`config.mk`:
```
export PLATFORM = sky130hd
export DESIGN_NAME = corner_axis_packer
export DESIGN_NICKNAME = d
export VERILOG_FILES = /design/src/rtl/corner_pkg.sv /design/src/rtl/corner_fifo.sv /design/src/rtl/corner_axis_packer.sv
export SDC_FILE = /design/constraint.sdc
export NUM_CORES = 1
export LEC_CHECK = 0
export BUFFER_PORTS_ARGS = -buffer_cell sky130_fd_sc_hd__buf_2
export CORE_UTILIZATION = 45
export CTS_CLUSTER_DIAMETER = 40
export DETAILED_ROUTE_END_ITERATION = 8
export SYNTH_ARGS = -nofsm -noshare
export SYNTH_HDL_FRONTEND = slang
export SYNTH_SLANG_ARGS = --single-unit
```
`constraint.sdc`:
```
create_clock -name clk -period 5.4 [get_ports clk]
set_input_delay 0.81 -clock clk [delete_from_list [all_inputs] [get_ports clk]]
set_output_delay 0.81 -clock clk [all_outputs]
set_load 0.01 [all_outputs]
```
`src/rtl/corner_pkg.sv`:
```
// corner_pkg: shared word formats, tags and FSM states for the corner AXI-Stream packer.
package corner_pkg;
  localparam logic [3:0] TAG_CORNER  = 4'hC;
  localparam logic [3:0] TAG_TRAILER = 4'hF;
  localparam int DATA_W = 32;
  localparam int WORD_W = DATA_W + 1;
  typedef enum logic {S_RUN, S_PEND} state_t;
  function automatic logic [DATA_W-1:0] pack_corner(input logic [9:0] x, input logic [9:0] y);
    return {TAG_CORNER, 8'h00, y, x};
  endfunction
  function automatic logic [DATA_W-1:0] pack_trailer(input logic drop, input logic [19:0] cnt);
    return {TAG_TRAILER, drop, 7'h00, cnt};
  endfunction
endpackage

```
`src/rtl/corner_fifo.sv`:
```
// corner_fifo: synchronous first-word-fall-through FIFO with occupancy output.
module corner_fifo #(
  parameter int DEPTH = 64,
  parameter int WIDTH = 33,
  parameter int LW    = $clog2(DEPTH) + 1
) (
  input  logic             clk,
  input  logic             rst,
  input  logic             wr_en,
  input  logic [WIDTH-1:0] din,
  output logic             full,
  input  logic             rd_en,
  output logic [WIDTH-1:0] dout,
  output logic             empty,
  output logic [LW-1:0]    level
);
  localparam int AW = $clog2(DEPTH);
  logic [WIDTH-1:0] mem [DEPTH];
  logic [AW-1:0] wp_q, rp_q;
  logic [LW-1:0] level_q;
  logic wr, rd;
  assign wr    = wr_en & !full;
  assign rd    = rd_en & !empty;
  assign full  = level_q == LW'(DEPTH);
  assign empty = level_q == '0;
  assign level = level_q;
  assign dout  = mem[rp_q];
  always_ff @(posedge clk)
    if (wr) mem[wp_q] <= din;
  always_ff @(posedge clk or negedge rst)
    if (!rst) begin
      wp_q    <= '0;
      rp_q    <= '0;
      level_q <= '0;
    end else begin
      wp_q    <= wp_q + AW'(wr);
      rp_q    <= rp_q + AW'(rd);
      level_q <= level_q + LW'(wr) - LW'(rd);
    end
endmodule

```
`src/rtl/corner_axis_packer.sv`:
```
// corner_axis_packer: packs NMS corners into 32-bit AXI-Stream words and appends a
// per-frame trailer carrying the corner count, buffered through a FIFO.
module corner_axis_packer
  import corner_pkg::*;
#(
  parameter int FIFO_DEPTH = 64,
  parameter int COORD_W    = 10,
  parameter int CNT_W      = 20,
  parameter int LW         = $clog2(FIFO_DEPTH) + 1
) (
  input  logic               clk,
  input  logic               rst,
  input  logic               ce,
  input  logic               iscorner,
  input  logic [COORD_W-1:0] x_coord,
  input  logic [COORD_W-1:0] y_coord,
  input  logic               frame_eof,
  output logic [31:0]        m_axis_tdata,
  output logic [3:0]         m_axis_tkeep,
  output logic               m_axis_tlast,
  output logic               m_axis_tvalid,
  input  logic               m_axis_tready,
  output logic [LW-1:0]      fifo_level,
  output logic               overflow
);
  state_t st_q, st_d;
  logic [WORD_W-1:0] pend_q, pend_d, din, dout, trl;
  logic [CNT_W-1:0] cnt_q, cnt_d, cnt_inc;
  logic drop_q, drop_d, ovf_q, ovf_d;
  logic [DATA_W-1:0] tdata_q, tdata_d;
  logic tlast_q, tlast_d, tvalid_q, tvalid_d;
  logic corner_in, eof_in, wr_corner, drop, wr_trl, to_pend, wr_pend, eof_gen;
  logic wr_en, rd_en, full, empty;
  assign corner_in = ce & iscorner;
  assign eof_in    = ce & frame_eof;
  always_comb begin
    wr_corner = st_q == S_RUN && corner_in && fifo_level < LW'(FIFO_DEPTH - 1);
    drop      = corner_in & !wr_corner;
    cnt_inc   = (wr_corner && cnt_q != '1) ? cnt_q + 1'b1 : cnt_q;
    trl       = {1'b1, pack_trailer(drop_q | drop, 20'(cnt_inc))};
    wr_trl    = st_q == S_RUN && eof_in && !corner_in && !full;
    // A same-cycle corner occupies the write port, so its trailer waits one cycle in pend.
    to_pend   = st_q == S_RUN && eof_in && (corner_in || full);
    wr_pend   = st_q == S_PEND && !full;
    eof_gen   = wr_trl | to_pend;
    wr_en     = wr_corner | wr_trl | wr_pend;
    din       = wr_pend ? pend_q : wr_trl ? trl : {1'b0, pack_corner(10'(x_coord), 10'(y_coord))};
    pend_d    = to_pend ? trl : pend_q;
    st_d      = to_pend ? S_PEND : wr_pend ? S_RUN : st_q;
    cnt_d     = eof_gen ? '0 : cnt_inc;
    drop_d    = eof_gen ? 1'b0 : drop_q | drop;
    ovf_d     = ovf_q | drop;
    rd_en     = (!tvalid_q || m_axis_tready) && !empty;
    tvalid_d  = rd_en | (tvalid_q & !m_axis_tready);
    tdata_d   = rd_en ? dout[DATA_W-1:0] : tdata_q;
    tlast_d   = rd_en ? dout[DATA_W] : tlast_q;
  end
  corner_fifo #(.DEPTH(FIFO_DEPTH), .WIDTH(WORD_W), .LW(LW)) u_fifo (
    .clk(clk), .rst(rst), .wr_en(wr_en), .din(din), .full(full),
    .rd_en(rd_en), .dout(dout), .empty(empty), .level(fifo_level)
  );
  always_ff @(posedge clk or negedge rst)
    if (!rst) begin
      st_q     <= S_RUN;
      pend_q   <= '0;
      cnt_q    <= '0;
      drop_q   <= 1'b0;
      ovf_q    <= 1'b0;
      tvalid_q <= 1'b0;
      tdata_q  <= '0;
      tlast_q  <= 1'b0;
    end else begin
      st_q     <= st_d;
      pend_q   <= pend_d;
      cnt_q    <= cnt_d;
      drop_q   <= drop_d;
      ovf_q    <= ovf_d;
      tvalid_q <= tvalid_d;
      tdata_q  <= tdata_d;
      tlast_q  <= tlast_d;
    end
  assign m_axis_tdata  = tdata_q;
  assign m_axis_tkeep  = 4'hF;
  assign m_axis_tlast  = tlast_q;
  assign m_axis_tvalid = tvalid_q;
  assign overflow      = ovf_q;
endmodule

```
==> results.env <==
FP.DIEAREA_SQ_UM=136000
FF_LATCH_AREA_SQ_UM=46400
SETUP.WORST_PATH.END='u_fifo.mem[45][29]$_DFFE_PP_'
VIAS=30200
SETUP_VIOLATIONS=0
CTS_RESIZED=0
POST_SYNTHESIS_SEQUENTIAL_AREA_RATIO=0.766
FINAL_ANTENNA_NET_COUNT=0
TOTALWIRELENGTH_UM=156000
WORSTREG2REGSTART='u_fifo.level[2]$_DFF_PN0_'
VIAS_PER_CELL=6.01
ROUTABILITY_CONGESTION_ESTIMATE_FROM_GLOBAL_PLACEMENT=0.832
GRT_START_MAX_NET_PINS=93
SYNTH_LARGEST_TYPE_AREA_FRACTION=0.730
DIEWIDTH_UM=369
SYNTH_ASYNC_SR_FLOP_SHARE=0.0564
CLOCK-SINKS=1560
CTS_TREE='yes'
DRT_PRE_ANTENNA_ITERS=6
YOSYS_REGISTER_BITS=1560
FINCLKSKEW_NS=0.0317
SYNTH.AVG_CELL_AREA_SQ_UM=21.0
GRT_SETUP_UNREPAIRED='no'
IR_WORST_VDD_V=0.000386
CTS_BUFFER_DEPTH=3
POST-DP-HPWL_UM=89600
GRT_ANTENNA_BEFORE_REPAIR=3
CTS.CLK_SLEW.WORST_PATHS_NS=0.06
MAXCAPVIOLATIONS=0
GLOBAL_ROUTE_TOTAL_OVERFLOW=0
ROUTE.DETAILED.WL_PER_INST_UM=31.1
SETUP_TNS_NS=0
NUM-NETS-FINAL=3147
POST_ROUTE_CELLS_DRIVE_ABOVE_1_SHARE=0.287
CLKLATENCYLATEPIN_NS=0.81
DIE_Y_UM=369
WORST_SETUP_PATH_STARTPOINT='u_fifo.level[2]$_DFF_PN0_'
P_LEAK_uW=0.0228
SLEW_HEADROOM=0.177
FINAL-MAX-SLEW-VIOLATION-COUNT=0
UTILIZATION=0.523
CP_MAX_FO=17
SYNTH_AREA_SQ_UM=60600
TIMING.FINAL.CRIT_SHARE=0.715
TIMING.REG2REG.WORST_PATH_DEPTH=9
CRITPATHKIND='reg -> reg'
CTS-BUFFERS-INSERTED=182
SYNTH_CELLS=2885
TIGHTEST_SLEW_NS=1.23
PIN_COUNT=72
FLOORPLAN.INITIALDENSITY=0.454
SYNTH-EDFF-COUNT=1472
YOSYSWARNINGCOUNT=0
CORE_REGION_AREA_SQ_UM=133000
FMAX_MHz=259
GRT_PASS1_VIAS=30900
WORST_SETUP_PATH_START_KIND='flip-flop'
DRT_ITER0_MARKERS=3436
REG2REG_SLACK_NS=1.54
CLOCK_TREE.ROOT_CELL='sky130_fd_sc_hd__clkbuf_16'
WORSTPATHREQUIRED_NS=5.90
MULTI_INPUT_COMB_AREA_SQ_UM=13600
CLASSIFICATION_OF_THE_WORST_SLACK_HOLD_PATH='in -> async'
YOSYS_MOST_USED_DFF='sky130_fd_sc_hd__edfxtp_1'
CRITICAL_PATH_ARRIVAL_NS=4.36
GRTUSAGETOTAL=0.233
AREA_GROWTH_PCT=15.3
NUM_ROWS=134
ENDPOINTS_FAILING_HOLD=0
DRT_DRC_VIOLATIONS_LEFT=0
STATUS='complete, no violations'
WORST_R2R_ENDPOINT='u_fifo.mem[45][29]$_DFFE_PP_'
END_KIND='flip-flop'
PORT_BUFFERS=60
PD_CELLS_nW_PER_UM2=512
N_FILL_CELL=10300
POSTCTSSETUPREPAIRBUFS=0
CTS_HOLD_BUFFERS=0
CTS_MAX_LEVEL=4
SYNTH_LARGEST_AREA_CELL='sky130_fd_sc_hd__edfxtp_1'
YS_TYPES=51
YS_TOP_CELLS_BY_AREA='sky130_fd_sc_hd__edfxtp_1 73%, sky130_fd_sc_hd__mux4_2 13%, sky130_fd_sc_hd__dfrtp_1 3.6%'
GRT_PASS1_WL_UM=225000
POST-ROUTE-MIN-PERIOD_NS=3.86
[synth_stat cells (21+ instances only)]
master                     number
sky130_fd_sc_hd__a211oi_1      25
sky130_fd_sc_hd__a21oi_1       45
sky130_fd_sc_hd__a32oi_1       23
sky130_fd_sc_hd__buf_2         40
sky130_fd_sc_hd__buf_4         34
sky130_fd_sc_hd__clkbuf_1      73
sky130_fd_sc_hd__dfrtp_1       88
sky130_fd_sc_hd__edfxtp_1    1472
sky130_fd_sc_hd__mux2i_1      186
sky130_fd_sc_hd__mux4_2       342
sky130_fd_sc_hd__nand2_1       96
sky130_fd_sc_hd__nand3_1       27
sky130_fd_sc_hd__nand3b_1      21
sky130_fd_sc_hd__nor2_1       103
sky130_fd_sc_hd__o21ai_0       81
sky130_fd_sc_hd__o221ai_1      26
sky130_fd_sc_hd__o22ai_1       23
[worst max-delay path, cell delays in order (launching register included)]
cell,delay [ns]
sky130_fd_sc_hd__dfrtp_1,0.41
sky130_fd_sc_hd__inv_1,0.09
sky130_fd_sc_hd__ha_1,0.21
sky130_fd_sc_hd__and4bb_2,0.30
sky130_fd_sc_hd__a211oi_2,0.51
sky130_fd_sc_hd__nor2_1,0.25
sky130_fd_sc_hd__a21oi_2,0.28
sky130_fd_sc_hd__nand3_1,0.62
sky130_fd_sc_hd__nor2_2,0.63
sky130_fd_sc_hd__buf_12,0.24
[sequential cells by signal (all words and copies together) (netlist names)]
| signal | flops |
|---|---|
| u_fifo.mem | 1472 |
| m_axis_tdata | 23 |
| m_axis_tvalid | 1 |
| u_fifo.wp_q | 6 |
| st_q | 1 |
| pend_q | 22 |
| u_fifo.level | 7 |
| overflow | 1 |
| cnt_q | 20 |
| u_fifo.rp_q | 6 |
| drop_q | 1 |
[metal layers]
metal,vias up,share of wire,GRT usage
li1,12400,-,-
met1,16300,0.42,0.330
met2,1237,0.48,0.370
met3,225,0.076,0.0415
met4,2,0.026,0.0683
met5,-,0.000083,0
[layout by cell type, fill, tap and decap left out, drive strengths merged, types with 26 or more instances in the layout]
cell type  instances
clkbuf           225
o21ai             83
nand3             27
edfxtp          1472
a211oi            26
mux4             342
clkinvlp          27
dfrtp             88
a21oi             47
clkinv            49
nand2             96
o221ai            26
mux2i            186
nor2             103
inv               41
buf              197
[power breakdown]
group,total (uW),internal (uW),switching [uW]
clock,12000,7090,4960
sequential,14400,13800,581
combinational,9290,3880,5410
total,35700,24800,11000
[through the flow]
stage / instance area (sq um) / hold slack (ns) / power [uW] / std cells / worst slack [ns]
after global placement: 63800 / 0.451 / 23900 / 4687 / 1.49
after detailed placement: 63800 / 0.478 / 24000 / 4687 / 1.47
final: 69800 / 0.0509 / 35700 / 5027 / 1.54
after global routing: 69800 / 0.0870 / 37000 / 5026 / 1.31
after floorplan: 60600 / 0.446 / 20600 / 2894 / 0.223
after CTS: 69800 / 0.0221 / 36000 / 5026 / 1.54
[kinds of logic (layout without fill, tap and decap cells)]
group,Yosys count,in the layout,share of synthesized area
AOI/OAI and AO/OA,274,274,0.0298
xor gates and xnor gates,28,28,0.00405
adders and majority gates,18,18,0.00384
buffers and inverters,188,552,0.0162
DFF,1560,1560,0.766
muxes,532,532,0.159
other,2,12,0.000124
and+or+nand+nor,283,283,0.0212
[worst min-delay path by stage]
stage                             endpoint  slack (ns)  depth (start not counted)
floorplan           pend_q[19]$_DFFE_PN0P_        0.45                          2
global placement        overflow$_DFF_PN0_        0.45                          1
detailed placement   pend_q[8]$_DFFE_PN0P_        0.48                          2
CTS                    cnt_q[17]$_DFF_PN0_        0.02                          1
global route        pend_q[13]$_DFFE_PN0P_        0.09                          1
finish              pend_q[13]$_DFFE_PN0P_        0.05                          1
[cell type report]
class	instances	share of cell area
Clock buffer	225	0.0695
Sequential cell	1560	0.665
Clock inverter	114	0.0162
Timing Repair Buffer	197	0.0218
Multi-Input combinational cell	1146	0.195
Inverter	16	0.000860
Tap cell	1768	0.0317
Antenna cell	1	0.0000358
No activity file was read; power rests on OpenSTA's default activity.
